### src/rtl/ripple_count_ctrl_if.sv
// ============================================================================
// Module   : ripple_count_ctrl_if
// Brief    : Control and ripple-counter pin bundle for ripple_count_ctrl.
// Revision : 1.0  initial release
// ============================================================================
`default_nettype none

interface ripple_count_ctrl_if #(
  parameter int WIDTH = 4
);
  logic             start;
  logic             abort;
  logic [WIDTH-1:0] target;
  logic [WIDTH-1:0] cnt_val;
  logic             cnt_tick;
  logic             cnt_rst;
  logic [WIDTH-1:0] count_q;
  logic             busy;
  logic             done;
  logic             err;

  // Environment side: control logic plus the counter's count output
  modport master (
    output start, abort, target, cnt_val,
    input  cnt_tick, cnt_rst, count_q, busy, done, err
  );

  // Sequencer side
  modport slave (
    input  start, abort, target, cnt_val,
    output cnt_tick, cnt_rst, count_q, busy, done, err
  );
endinterface

`default_nettype wire

### src/rtl/ripple_count_ctrl.sv
// ============================================================================
// Module   : ripple_count_ctrl
// Brief    : Clears an external ripple counter, issues target ticks, and
//            samples its settled count. Optional check: RIPPLE_CHECK_EN.
// Revision : 1.0  initial release
// ============================================================================
`default_nettype none

module ripple_count_ctrl #(
  parameter int WIDTH  = 4,
  parameter int SETTLE = 2
) (
  input  logic                clk,
  input  logic                rst,
  ripple_count_ctrl_if.slave  bus
);

  localparam int WW = (SETTLE > 1) ? $clog2(SETTLE) : 1;
  localparam logic [WW-1:0] c_wait_last = WW'(SETTLE - 1);

  typedef enum logic [2:0] {
    S_IDLE   = 3'd0,
    S_CLEAR  = 3'd1,
    S_CWAIT  = 3'd2,
    S_TICK   = 3'd3,
    S_TWAIT  = 3'd4,
    S_SAMPLE = 3'd5,
    S_DONE   = 3'd6
  } state_t;

  state_t           r_state;
  logic [WW-1:0]    r_wait;
  logic [WIDTH-1:0] r_tgt;
  logic [WIDTH-1:0] r_shadow;
  logic [WIDTH-1:0] r_count;
  logic             r_tick;
  logic             r_crst;
  logic             r_busy;
  logic             r_done;
  logic [WIDTH-1:0] w_shadow_inc;

  assign w_shadow_inc = r_shadow + WIDTH'(1);

`ifdef RIPPLE_CHECK_EN
  logic r_err;
  assign bus.err = r_err;
`else
  assign bus.err = 1'b0;
`endif

  assign bus.cnt_tick = r_tick;
  assign bus.cnt_rst  = r_crst;
  assign bus.count_q  = r_count;
  assign bus.busy     = r_busy;
  assign bus.done     = r_done;

  // cnt_rst resets high so the external counter is held clear during rst
  always_ff @(posedge clk or posedge rst) begin
    if (rst) begin
      r_state  <= S_IDLE;
      r_wait   <= '0;
      r_tgt    <= '0;
      r_shadow <= '0;
      r_count  <= '0;
      r_tick   <= 1'b0;
      r_crst   <= 1'b1;
      r_busy   <= 1'b0;
      r_done   <= 1'b0;
`ifdef RIPPLE_CHECK_EN
      r_err    <= 1'b0;
`endif
    end else begin
      r_tick <= 1'b0;
      r_crst <= 1'b0;
      r_done <= 1'b0;
      if (r_state != S_IDLE && bus.abort) begin
        r_state <= S_IDLE;
        r_busy  <= 1'b0;
      end else begin
        case (r_state)
          S_IDLE: begin
            if (bus.start && !bus.abort) begin
              r_tgt    <= bus.target;
              r_shadow <= '0;
              r_crst   <= 1'b1;
              r_busy   <= 1'b1;
              r_state  <= S_CLEAR;
`ifdef RIPPLE_CHECK_EN
              r_err    <= 1'b0;
`endif
            end
          end
          S_CLEAR: begin
            r_wait  <= '0;
            r_state <= S_CWAIT;
          end
          S_CWAIT: begin
            if (r_wait == c_wait_last) begin
`ifdef RIPPLE_CHECK_EN
              if (bus.cnt_val != '0) r_err <= 1'b1;
`endif
              if (r_tgt == '0) begin
                r_done  <= 1'b1;
                r_state <= S_DONE;
              end else begin
                r_tick  <= 1'b1;
                r_state <= S_TICK;
              end
            end else begin
              r_wait <= r_wait + WW'(1);
            end
          end
          S_TICK: begin
            r_wait  <= '0;
            r_state <= S_TWAIT;
          end
          S_TWAIT: begin
            if (r_wait == c_wait_last) r_state <= S_SAMPLE;
            else                       r_wait  <= r_wait + WW'(1);
          end
          S_SAMPLE: begin
            r_count  <= bus.cnt_val;
            r_shadow <= w_shadow_inc;
`ifdef RIPPLE_CHECK_EN
            if (bus.cnt_val != w_shadow_inc) r_err <= 1'b1;
`endif
            if (w_shadow_inc == r_tgt) begin
              r_done  <= 1'b1;
              r_state <= S_DONE;
            end else begin
              r_tick  <= 1'b1;
              r_state <= S_TICK;
            end
          end
          S_DONE: begin
            r_busy  <= 1'b0;
            r_state <= S_IDLE;
          end
          default: begin
            r_busy  <= 1'b0;
            r_state <= S_IDLE;
          end
        endcase
      end
    end
  end

endmodule

`default_nettype wire

### src/flat_wrapper.sv
// flat-port wrapper written by rule: the top's interface ports become plain ports
module ripple_count_ctrl_flat 
#(
  parameter int WIDTH  = 4,
  parameter int SETTLE = 2
)
  (clk, rst, bus_start, bus_abort, bus_target, bus_cnt_val, bus_cnt_tick, bus_cnt_rst, bus_count_q, bus_busy, bus_done, bus_err);
  ripple_count_ctrl_if #(.WIDTH(WIDTH)) bus_i ();
  input  logic clk;
  input  logic rst;
  input wire logic [$bits(bus_i.start)-1:0] bus_start;
  input wire logic [$bits(bus_i.abort)-1:0] bus_abort;
  input wire logic [$bits(bus_i.target)-1:0] bus_target;
  input wire logic [$bits(bus_i.cnt_val)-1:0] bus_cnt_val;
  output wire logic [$bits(bus_i.cnt_tick)-1:0] bus_cnt_tick;
  output wire logic [$bits(bus_i.cnt_rst)-1:0] bus_cnt_rst;
  output wire logic [$bits(bus_i.count_q)-1:0] bus_count_q;
  output wire logic [$bits(bus_i.busy)-1:0] bus_busy;
  output wire logic [$bits(bus_i.done)-1:0] bus_done;
  output wire logic [$bits(bus_i.err)-1:0] bus_err;
  assign bus_i.start = bus_start;
  assign bus_i.abort = bus_abort;
  assign bus_i.target = bus_target;
  assign bus_i.cnt_val = bus_cnt_val;
  assign bus_cnt_tick = bus_i.cnt_tick;
  assign bus_cnt_rst = bus_i.cnt_rst;
  assign bus_count_q = bus_i.count_q;
  assign bus_busy = bus_i.busy;
  assign bus_done = bus_i.done;
  assign bus_err = bus_i.err;
  ripple_count_ctrl #(.WIDTH(WIDTH), .SETTLE(SETTLE)) u_core (.clk(clk), .rst(rst), .bus(bus_i));
endmodule
### config.mk
export PLATFORM = sky130hd
export DESIGN_NAME = ripple_count_ctrl_flat
export DESIGN_NICKNAME = d
export VERILOG_FILES = /design/src/rtl/ripple_count_ctrl_if.sv /design/src/rtl/ripple_count_ctrl.sv /design/src/flat_wrapper.sv
export SDC_FILE = /design/constraint.sdc
export NUM_CORES = 1
export LEC_CHECK = 0
export BUFFER_PORTS_ARGS = -buffer_cell sky130_fd_sc_hd__buf_2
export CAP_MARGIN = 5
export CORE_MARGIN = 5
export CORE_UTILIZATION = 55
export CTS_BUF_LIST = sky130_fd_sc_hd__clkbuf_4 sky130_fd_sc_hd__clkbuf_8
export DETAILED_ROUTE_END_ITERATION = 6
export PLACE_DENSITY = 0.8
export SLEW_MARGIN = 20
export SYNTH_ARGS = -nofsm -noshare
export SYNTH_HDL_FRONTEND = slang
export SYNTH_SLANG_ARGS = --single-unit
### constraint.sdc
create_clock -name clk -period 1.8 [get_ports clk]
set_input_delay 0.27 -clock clk [delete_from_list [all_inputs] [get_ports clk]]
set_output_delay 0.27 -clock clk [all_outputs]
set_load 0.02 [all_outputs]
==> results_dict.tcl <==
set metrics [dict create \
    synth_edf_count 0 \
    cts_tree "done" \
    postLayoutCoreUtil_pct 66.81 \
    synth_xor_area_share_pct 4.316 \
    io_pins 21 \
    criticalPathCategory "reg2reg" \
    postCtsHoldBufs 0 \
    cp-start-kind "flop" \
    whs_ns 0.06396 \
    slew_violations 0 \
    finalWorstSetupSlack_ns 0.1426 \
    finalCritPeriodShare_pct 92.08 \
    vias 788 \
    cts_root_buf "clkbuf_4" \
    coreArea_um2 1745 \
    ant_nets 0 \
    place_hpwl_um 1566 \
    max_cap_violations 0 \
    drive_gt1_share_pct 31.36 \
    power_mw 1.299 \
    grt_start_max_net_pins 21 \
    path_buf_inv 0 \
    io_buffers 19 \
    gp_congestion 0.8405 \
    slowest_stage "dfrtp_1" \
    wl_per_cell_um 14.02 \
    stdcell_count 143 \
    synthMuxAreaShare_pct 10.97 \
    die_w_um 52.95 \
    first_pass_iters 4 \
    antenna_cells 0 \
    async_flop_share_pct 100.0 \
    clk_latency_ns 0.30 \
    period_needed_ns 1.657 \
    route.detailed.drc 0 \
    yosysSeqAreaShare_pct 49.45 \
    grt_pass1_wl_um 3456 \
    drt_iter0_drc 8 \
    synth_nets 110 \
    synth_cells 97 \
    synth_top_family_by_area "simple AND/OR/NAND/NOR gates" \
    ys_seq_elements 20 \
    numCtsBuffers 3 \
    crit_chain "ha_1 -> xor2_1 -> and3_1 -> o311ai_1 -> a31oi_1" \
    synth-simple-area-share_pct 14.43 \
    p_leak_nw 0.5866 \
    area_growth_pct 14.92 \
    overflow 0 \
    postSynthAreaPerCell_um2 10.46 \
    synth.cell_area_um2 1015 \
    cts.path.max_buffers 2 \
    setup-tns-final_ns 0 \
    required_ns 1.96 \
    cts.htree.levels 1 \
    finClkSkew_ns 0.01108 \
    avgViaCountPerCell 5.510 \
    antenna_found_initial 0 \
    numPlacedInstances 139 \
    cts.sinks 20 \
    clk_pin_slew_ns 0.11 \
    worst_pin_slew_ns 0.7104 \
    synth_ff_type "dfrtp_1" \
    peakVddDrop_uv 811.4 \
    cts-resized-gates 0 \
    die_h_um 52.95 \
    cp.arrival_ns 1.82 \
    die_area_um2 2804 \
    routed_wl_um 2005 \
    grt_pass1_vias 796 \
    synth_compound_area_share_pct 14.30 \
    hold_violations 0 \
    max_stage_delay_ns 0.45 \
    postCtsSetupBuffers 0 \
    place_ws_ns 0.1635 \
    synthAdderAreaFrac_pct 1.233 \
    ys_types 37 \
    yosysTopAreaCell "dfrtp_1" \
    placed_area_um2 1136 \
    synth_area_leaders "dfrtp_1 (47%), mux2_2 (8.9%), o21ai_0 (3.5%)" \
    cp-end-kind "flop" \
    power_density_nw_per_um2 1114 \
    path_delay_family "flip-flops" \
    stdcell_area_um2 1166 \
    initial_core_util_pct 58.14 \
    cp_max_fo 6 \
    grt_setup_unrepaired "no" \
    yosysWarnings 0 \
    timing.fmax_mhz 603.3 \
    rows 15 \
    setup_violations 0 \
    nNetsFinal 132 \
    hp-class "in2async" \
    status "complete, no violations" \
    slew_headroom_pct 52.58 \
    yosysTopAreaCellShare_pct 46.86 \
    grtUsageTotal_pct 16.71 \
]
-- layout by cell type (no fill, tap or decap), types with 2 or more instances in the layout --
| master | count |
|---|---|
| buf_2 | 19 |
| dfrtp_1 | 19 |
| mux2_2 | 8 |
| nor2_1 | 7 |
| nand2_1 | 7 |
| o21ai_0 | 7 |
| inv_1 | 6 |
| clkbuf_4 | 4 |
| xor2_1 | 3 |
| buf_4 | 3 |
| a31oi_1 | 2 |
| a21oi_1 | 2 |
| nor3_1 | 2 |
| and3_1 | 2 |
| xnor2_1 | 2 |
| nand3_1 | 2 |
| o22ai_1 | 2 |
-- synth_stat cells, drive strengths merged (2+ instances only) --
cell type and count:
a21oi 2, a31oi 2, and3 2, buf 5, dfrtp 19, inv 6
mux2 9, nand2 7, nand3 2, nor2 8, nor3 2, o21ai 8
o22ai 2, xnor2 2, xor2 3
-- power by group --
group / switching, mW / total [mW] / leakage, nW / internal (mW)
Clock: 0.129 / 0.230 / 0.0184 / 0.101
Combinational: 0.216 / 0.407 / 0.309 / 0.191
Sequential: 0.115 / 0.662 / 0.260 / 0.547
Total: 0.460 / 1.30 / 0.587 / 0.839
-- layout make-up --
class	count	area, um2
Fill cell	139	579.3
Sequential cell	20	501.7
Multi-Input combinational cell	66	462.9
Timing Repair Buffer	22	117.6
Inverter	6	22.52
Tap cell	25	31.28
Clock buffer	4	30.03
-- final timing paths --
path,from,to,slack [ns],cells past startpoint
max in group asynchronous,rst,u_core.r_shadow[3],1.28,2
min reg2reg,u_core.r_shadow[3],u_core.r_shadow[3],0.52,1
max reg2reg,u_core.r_shadow[0],u_core.r_state[2],0.14,5
max,u_core.r_shadow[0],u_core.r_state[2],0.14,5
min in group clk,bus_target[2],u_core.r_tgt[2],0.19,2
min,rst,u_core.bus.busy,0.06,2
-- cell families after synthesis --
kind of cell / count (synthesis)
simple gates: 27
compound gates: 22
xor+xnor: 5
mux: 10
fa+ha+maj: 1
other cells: 1
buf+inv: 11
flops: 20
-- flip-flops by register name, indices dropped and copies added, names as in the netlist --
register             count
u_core.bus.done          1
u_core.bus.cnt_rst       1
u_core.r_tgt             4
u_core.r_shadow          4
u_core.bus.cnt_tick      1
u_core.bus.busy          1
u_core.bus.count_q       4
u_core.r_state           3
u_core.r_wait            1
-- routing by layer --
metal / vias to the layer above / global-route usage [%] / wire, um
li1: 387 / - / -
met1: 379 / 21.12 / 888
met2: 20 / 28.51 / 1001
met3: 2 / 3.944 / 106
met4: 0 / 4.255 / 8
met5: - / 0 / 0
-- worst register-to-register path, cell delays in order, from the launching register on --
cell and delay (ns):
dfrtp_1 0.45, ha_1 0.26, xor2_1 0.17, and3_1 0.19
o311ai_1 0.33, a31oi_1 0.12
Power figures use the tool's default switching activity.
